<file path="config.mk">
export PLATFORM = sky130hd
export DESIGN_NAME = write_back
export DESIGN_NICKNAME = d
export VERILOG_FILES = /design/src/rtl/write_back.sv
export SDC_FILE = /design/constraint.sdc
export NUM_CORES = 1
export LEC_CHECK = 0
export BUFFER_PORTS_ARGS = -buffer_cell sky130_fd_sc_hd__buf_2
export CAP_MARGIN = 5
export CORE_ASPECT_RATIO = 2
export CORE_MARGIN = 5
export CORE_UTILIZATION = 35
export DETAILED_ROUTE_END_ITERATION = 8
export PLACE_DENSITY_LB_ADDON = 0.3
export SYNTH_ARGS = -nofsm -noshare
export SYNTH_HDL_FRONTEND = slang
export SYNTH_SLANG_ARGS = --single-unit
</file>
<file path="constraint.sdc">
create_clock -name clk -period 1.8 [get_ports clk]
set_input_delay 0.36 -clock clk [delete_from_list [all_inputs] [get_ports clk]]
set_output_delay 0.36 -clock clk [all_outputs]
set_load 0.03 [all_outputs]
</file>
<file path="src/rtl/write_back.sv">
// MEM/WB retire stage: picks ALU result or load data, drives the register-file write port,
// stalls on slow loads, and keeps a sticky load-timeout flag plus a retire counter.
module write_back #(
  parameter int unsigned LOAD_TIMEOUT = 16,
  parameter int unsigned CNT_W        = 32,
  parameter int unsigned R0_WRITABLE  = 0
) (
  input  logic             clk,
  input  logic             rst_n,
  input  logic             in_valid,
  output logic             in_ready,
  input  logic [5:0]       op_wb,
  input  logic [31:0]      alu_wb,
  input  logic [4:0]       Ri_wb,
  input  logic             mem_ack,
  input  logic [31:0]      mem_rdata,
  output logic             reg_update,
  output logic [31:0]      reg_i,
  output logic [4:0]       Ri_in,
  output logic             fwd_valid,
  output logic             busy,
  output logic             load_err,
  output logic [CNT_W-1:0] retired_cnt
);
  // state    | meaning
  // IDLE     | nothing in flight, ready to accept
  // WAIT_MEM | load accepted, waiting for mem_ack or timeout; upstream stalled
  // COMMIT   | one-cycle register-file write of the latched result

  localparam int TMO_W = (LOAD_TIMEOUT > 1) ? $clog2(LOAD_TIMEOUT) : 1;

  typedef enum logic [1:0] {IDLE, WAIT_MEM, COMMIT} state_t;

  state_t           state;
  logic [TMO_W-1:0] tmo;
  logic [4:0]       ri_pend;
  logic             wr_pend;

  logic is_alu, is_lw, wr_ok;

  assign is_alu = (op_wb[5:4] == 2'b00);
  assign is_lw  = (op_wb == 6'b01_0000);
  assign wr_ok  = (R0_WRITABLE != 0) || (Ri_wb != 5'd0);

  assign in_ready = (state != WAIT_MEM);
  assign busy     = (state != IDLE);

  always_ff @(posedge clk or negedge rst_n) begin
    if (!rst_n) begin
      state       <= IDLE;
      tmo         <= '0;
      ri_pend     <= '0;
      wr_pend     <= 1'b0;
      reg_update  <= 1'b0;
      fwd_valid   <= 1'b0;
      reg_i       <= '0;
      Ri_in       <= '0;
      load_err    <= 1'b0;
      retired_cnt <= '0;
    end else begin
      reg_update <= 1'b0;
      fwd_valid  <= 1'b0;
      case (state)
        IDLE, COMMIT: begin
          if (state == COMMIT)
            retired_cnt <= retired_cnt + CNT_W'(1);
          if (in_valid) begin
            if (is_lw && !mem_ack) begin
              state   <= WAIT_MEM;
              tmo     <= '0;
              ri_pend <= Ri_wb;
              wr_pend <= wr_ok;
            end else begin
              // load with same-cycle ack commits straight away, like an ALU op
              state      <= COMMIT;
              reg_i      <= is_lw ? mem_rdata : alu_wb;
              Ri_in      <= Ri_wb;
              reg_update <= (is_lw || is_alu) && wr_ok;
              fwd_valid  <= (is_lw || is_alu) && wr_ok;
            end
          end else begin
            state <= IDLE;
          end
        end
        WAIT_MEM: begin
          if (mem_ack) begin
            state      <= COMMIT;
            reg_i      <= mem_rdata;
            Ri_in      <= ri_pend;
            reg_update <= wr_pend;
            fwd_valid  <= wr_pend;
          end else if (tmo == TMO_W'(LOAD_TIMEOUT - 1)) begin
            // abandoned load still retires, without a write
            state       <= IDLE;
            load_err    <= 1'b1;
            retired_cnt <= retired_cnt + CNT_W'(1);
          end else begin
            tmo <= tmo + TMO_W'(1);
          end
        end
        default: state <= IDLE;
      endcase
    end
  end
endmodule

</file>
==> results of run 1 <==
-- cell type report --
class	count	area (sq um)	area share [%]
sequential	83	2090	37.2
clock inverter	3	15.0	0.268
multi-input combinational	223	1850	33.0
clock buffer	13	250	4.47
inverter	5	20.0	0.357
timing repair buffer	197	1210	21.5
tap	140	175	3.13
-- kinds of logic (layout without fill, tap and decap cells) --
group / after synthesis / count (layout) / synth area share (%)
adders and majority gates: 2 / 2 / 0.637
and+or+nand+nor: 132 / 132 / 20.5
xor gates and xnor gates: 31 / 31 / 6.91
AOI/OAI and AO/OA: 45 / 45 / 12.1
muxes: 13 / 13 / 4.17
buffers and inverters: 26 / 218 / 2.77
DFF: 83 / 83 / 52.9
-- path summary, 6_finish.rpt --
kind / endpoint / slack (ps) / depth (start not counted)
hold / removal: ri_pend[4] / 300 / 2
setup / recovery: reg_i[31] / -50 / 8
setup reg to reg: ri_pend[1] / 30 / 4
hold reg to reg: retired_cnt[31] / 480 / 1
min in group asynchronous: retired_cnt[7] / 470 / 2
max in group asynchronous: state[0] / 720 / 3
-- worst max-delay path: stages --
cell	delay, ps
buf_6	90
or4_4	540
buf_6	140
o41ai_4	350
buf_6	190
clkbuf_16	180
nand3b_1	80
o221a_2	130
-- stage by stage --
stage          setup TNS (ps)  std cells
6_report                 -862        664
4_1_cts                     0        658
3_5_place_dp           -10430        637
5_1_grt                 -1720        664
2_1_floorplan           -4260        332
3_3_place_gp            -9910        637
-- layer usage --
| metal | vias up | track usage (%) | part of all wire, % |
|---|---|---|---|
| met5 | - | 0 | 0 |
| met4 | 0 | 7.20 | 3.4 |
| met3 | 24 | 3.97 | 5.1 |
| met2 | 121 | 30.0 | 55 |
| met1 | 1695 | 17.8 | 37 |
| li1 | 1608 | - | - |
-- registers in the layout (all words and copies together) (netlist names) --
| name | cells |
|---|---|
| Ri_in | 5 |
| fwd_valid | 1 |
| load_err | 1 |
| reg_i | 32 |
| retired_cnt | 32 |
| ri_pend | 5 |
| state | 2 |
| tmo | 4 |
| wr_pend | 1 |
-- cells in the mapped netlist, drive strengths merged, types with 5 or more instances --
library cell,instances
and4,5
nand3,7
nor2,9
nand4,7
buf,10
o221a,32
dfrtp,83
xor2,29
nor4,8
nand3b,33
clkbuf,11
mux2,12
nor3,12
nand2,29
-- report_power, final --
part / leakage, uW / switching (uW) / internal [uW]
Combinational: 0.00161 / 797 / 530
Clock: 0.000133 / 687 / 966
Sequential: 0.00101 / 130 / 2050
Total: 0.00276 / 1610 / 3550
-- repair_timing --
| action | in CTS | in global routing |
|---|---|---|
| buffers inserted | 4 | 4 |
| endpoints found under the hold margin | 24 | 0 |
| hold buffers | 1 | 0 |
| setup endpoints to repair | 12 | 37 |
| resized for setup | 5 | 18 |
| pin swaps | 0 | 1 |
| cloned | 0 | 2 |
==> results.ini, run 1 <==
[status]
violations = negative setup slack
outcome = finished with violations

[placed_design]
hpwlAfterDp_um = 8340
dpl_cell_area_sq_um = 5110
port_buffers = 152
place_ws_ps = -419
gp_congestion = 0.883

[timing]
worst_slew_pin_slew_ps = 333
layout_setup_ws_ps = -45.7
max_freq_ghz = 0.542
timing.hold.ws_ps = 298
post-route-min-period_ps = 1850
hold_viol = 0
slew_headroom_pct = 77.5
setup_viol = 32
period_share_pct = 103
slew_viol_final = 0
rsz0062_at_grt = true
fin_skew_ps = 8.51

[global_route]
grt_max_degree = 41
grt_pass1_vias = 3713
antenna_found_initial = 0
grt_use_total_pct = 16.5
grt_overflow = 0
grt_pass1_wl_um = 18100

[finish]
fin_area_sq_um = 5600
final_util_pct = 51.2
final_cell_mix = 150 x buf_2, 76 x dfrtp_1, 36 x buf_4
antennaDiodeCount = 0
drive_gt1_share_pct = 55.0
fill_cells = 1018
area_delta_synth_final_pct = 42.6
num-nets-final = 600
layout_commonest_cell = buf_2

[worst_setup_path]
rr_startpoint = state[0]
crit_arrival_ps = 2060
crit_path_end_kind = register
worstSetupStartpointType = input port
required_ps = 2020
startpoint = op_wb[1]
critPathKind = input port to register
cp_max_fo = 16

[logic_synthesis]
synth_area_per_cell_sq_um = 11.8
synth_top_area_share_pct = 52.9
yosysTopAreaCell = dfrtp_1
async_flop_share_pct = 100
synthCells = 332
ys_types = 43
synthFlopType = dfrtp_1
seq_area_frac_synth_pct = 52.9
yosys_warnings = 0
synth.area.top_cells = dfrtp_1 53%, o221a_2 9.2%, xor2_1 6.5%
synth_edf_count = 0
synth_nets = 413
synth-seq-cells = 83
synth_area_sq_um = 3930

[clocking]
cts_root_buffer = clkbuf_16
clockBufferDepth = 2
htreeDepth = 3
clk_pin_slew_worst_paths_ps = 60
cts_tree = done
cts_made_buffers = 9
clock-sinks = 83
clock_latency_ps = 330

[detailed_routing]
drtAntennaViolNets = 0
routedWlPerCell_um = 17.1
viasPerCell = 5.19
drt_first_pass_iters = 4
drc = 0
via_count = 3448
wl_um = 11300
drt_iter0_drc = 75

[die]
dieArea_sq_um = 13600
die_h_um = 160
dieWidth_um = 84.9
fp.coreArea_sq_um = 10900
io_pins = 153
start_util_pct = 35.9
row_count = 54

[power_and_ir_drop]
power.density_nw_per_um2 = 922
leakagePower_uw = 0.00276
p_total_uw = 5160
vdd_drop_max_v = 0.000541

[worst_hold_path]
min-delay-start = Ri_wb[4]
hp-class = input port to register

[job]
drv_cap = 0

Power figures use the tool's default switching activity.
==> run 2: changes to the inputs <==
--- a/config.mk
+++ b/config.mk
@@ -5,7 +5,7 @@
 export SDC_FILE = /design/constraint.sdc
 export NUM_CORES = 1
 export LEC_CHECK = 0
-export BUFFER_PORTS_ARGS = -buffer_cell sky130_fd_sc_hd__buf_2
+export BUFFER_PORTS_ARGS = -buffer_cell sky130_fd_sc_hd__buf_4
 export CAP_MARGIN = 5
 export CORE_ASPECT_RATIO = 2
 export CORE_MARGIN = 5
==> constraint.sdc (replaced) <==
create_clock -name clk -period 1.8 [get_ports clk]
set_input_delay 0.09 -clock clk [delete_from_list [all_inputs] [get_ports clk]]
set_output_delay 0.09 -clock clk [all_outputs]
set_load 0.03 [all_outputs]
==> results.ini, run 2 (synthesis gave the netlist of run 1 again) <==
[clocking]
clk_pin_slew_worst_paths_ps = 60  ; about the same
cts_setup_buffers = 0  ; was 4
clockBufferDepth = 2  ; unchanged
clock_latency_ps = 330  ; about the same
clock-sinks = 83  ; unchanged
cts_made_buffers = 9  ; unchanged
cts_tree = done  ; unchanged
cts_root_buffer = clkbuf_16  ; unchanged
htreeDepth = 3  ; unchanged

[placed_design]
port_buffers = 152  ; unchanged
dpl_cell_area_sq_um = 5470  ; was 5110 sq um
gp_congestion = 0.770  ; was 0.883
hpwlAfterDp_um = 8800  ; was 8340 um

[die]
fp.coreArea_sq_um = 10900  ; unchanged
dieWidth_um = 84.9  ; unchanged
io_pins = 153  ; unchanged
row_count = 54  ; unchanged
die_h_um = 160  ; unchanged
start_util_pct = 35.9  ; unchanged
dieArea_sq_um = 13600  ; unchanged

[job]
drv_cap = 0  ; unchanged

[detailed_routing]
drt_iter0_drc = 99  ; was 75
wl_um = 11500  ; was 11300 um
drt_first_pass_iters = 5  ; was 4
viasPerCell = 5.21  ; was 5.19
via_count = 3430  ; was 3448
drc = 0  ; unchanged
routedWlPerCell_um = 17.5  ; was 17.1 um
drtAntennaViolNets = 0  ; unchanged

[finish]
top_regs = reg_i (32), retired_cnt (32)  ; unchanged
num-nets-final = 594  ; was 600
drive_gt1_share_pct = 52.1  ; was 55.0%
area_delta_synth_final_pct = 50.0  ; was 42.6%
fin_area_sq_um = 5890  ; was 5600 sq um
antennaDiodeCount = 0  ; unchanged
final_cell_mix = 181 x buf_4, 77 x dfrtp_1, 33 x nand3b_1  ; was 150 x buf_2, 76 x dfrtp_1, 36 x buf_4
layout_commonest_cell = buf_4  ; was buf_2

[timing]
fin_skew_ps = 10.2  ; was 8.51 ps
rsz0062_at_grt = true  ; unchanged
fin_setup_tns_ps = 0  ; was -862 ps
slew_viol_final = 0  ; unchanged
hold_viol = 0  ; unchanged
timing.hold.ws_ps = 36.7  ; was 298 ps
setup_viol = 0  ; was 32
post-route-min-period_ps = 1740  ; was 1850 ps
worst_slew_pin_slew_ps = 434  ; was 333 ps
slew_headroom_pct = 71.1  ; was 77.5%
max_freq_ghz = 0.576  ; was 0.542 GHz
period_share_pct = 96.4  ; was 103%

[worst_setup_path]
cp_max_fo = 29  ; was 16
worstSetupStartpointType = register  ; was input port
critPathMaxStageDelay_ps = 370  ; was 540 ps
critPathKind = register to register  ; was input port to register
required_ps = 2040  ; was 2020 ps
crit_arrival_ps = 1980  ; was 2060 ps
path_buf_inv = 1  ; was 4
cp_slowest_cell = dfrtp_1  ; was or4_4
crit_family = simple AND/OR/NAND/NOR gates  ; unchanged
crit_path_end_kind = register  ; unchanged
cp_cell_sequence = ha_1, nand4b_1, a2bb2oi_2, buf_12, nor4_2, xor2_1  ; was buf_6, or4_4, buf_6, o41ai_4, buf_6, clkbuf_16, nand3b_1, o221a_2

[worst_hold_path]
hp-class = input port to register  ; unchanged

[power_and_ir_drop]
power.density_nw_per_um2 = 930  ; was 922 nW/um^2
vdd_drop_max_v = 0.000551  ; was 0.000541 V
leakagePower_uw = 0.00282  ; was 0.00276 uW

[global_route]
antenna_found_initial = 0  ; unchanged
grt_pass1_wl_um = 18400  ; was 18100 um
grt_use_total_pct = 16.9  ; was 16.5%
grt_overflow = 0  ; unchanged
grt_pass1_vias = 3634  ; was 3713
grt_max_degree = 38  ; was 41

[status]
outcome = finished, final reports clean  ; was finished with violations

run 2: cell count changes in the layout (fill, tap and decap cells not counted), moves of 3 or more:
cell	change
buf_2	-150
buf_4	+145
buf_6	-4
clkbuf_1	-3
dlygate4sd3_1	+5
nor3_1	+4
nor3_2	-4
run 2: where the power goes:
part	leakage, uW	switching [uW]	total [uW]	internal [uW]
Sequential	0.00101	130	2180	2050
Clock	0.000148	736	1850	1110
Combinational	0.00166	794	1450	657
run 2: final timing paths:
path | start | end | slack [ps] | depth (start not counted)
worst max-delay path | tmo[1] | retired_cnt[26] | 60 | 6
worst min-delay path | alu_wb[2] | reg_i[2] | 40 | 2
worst max register to register | tmo[1] | retired_cnt[26] | 60 | 6
worst min register to register | retired_cnt[31] | retired_cnt[31] | 470 | 1
max in group asynchronous | rst_n | reg_i[16] | 980 | 3
min in group asynchronous | rst_n | retired_cnt[6] | 230 | 2
run 2: routing by layer:
layer  up-vias  track usage (%)  share of wire, %
li1       1601                -                 -
met1      1666             18.6                36
met2       141             30.8                55
met3        22             3.61               5.6
met5         -                0                 0
met4         0             7.20               3.0
run 2: timing repair:
item,4_1_cts,5_1_grt
hold endpoints to repair,34,0
hold buffers,6,0
endpoints found under the setup margin,8,18
resized for setup,1,9
run 2: per-stage QoR:
step,instances,util (%),power (uW),setup WS (ps)
3_5_place_dp,636,50.0,3670,-119
2_1_floorplan,332,-,2940,-29.5
5_1_grt,658,53.8,5750,-38.3
3_3_place_gp,636,50.0,3630,-72.1
6_report,658,53.8,5480,64.0
4_1_cts,658,53.3,5550,10.1
run 2: cell type report:
class,count,area (sq um)
inverters,5,18.8
fillers,996,5050
repair buffers,191,1500
clock buffers,10,239
well taps,140,175
clock inverters,6,65.1
flip-flops and latches,83,2080
multi-input cells,223,1810
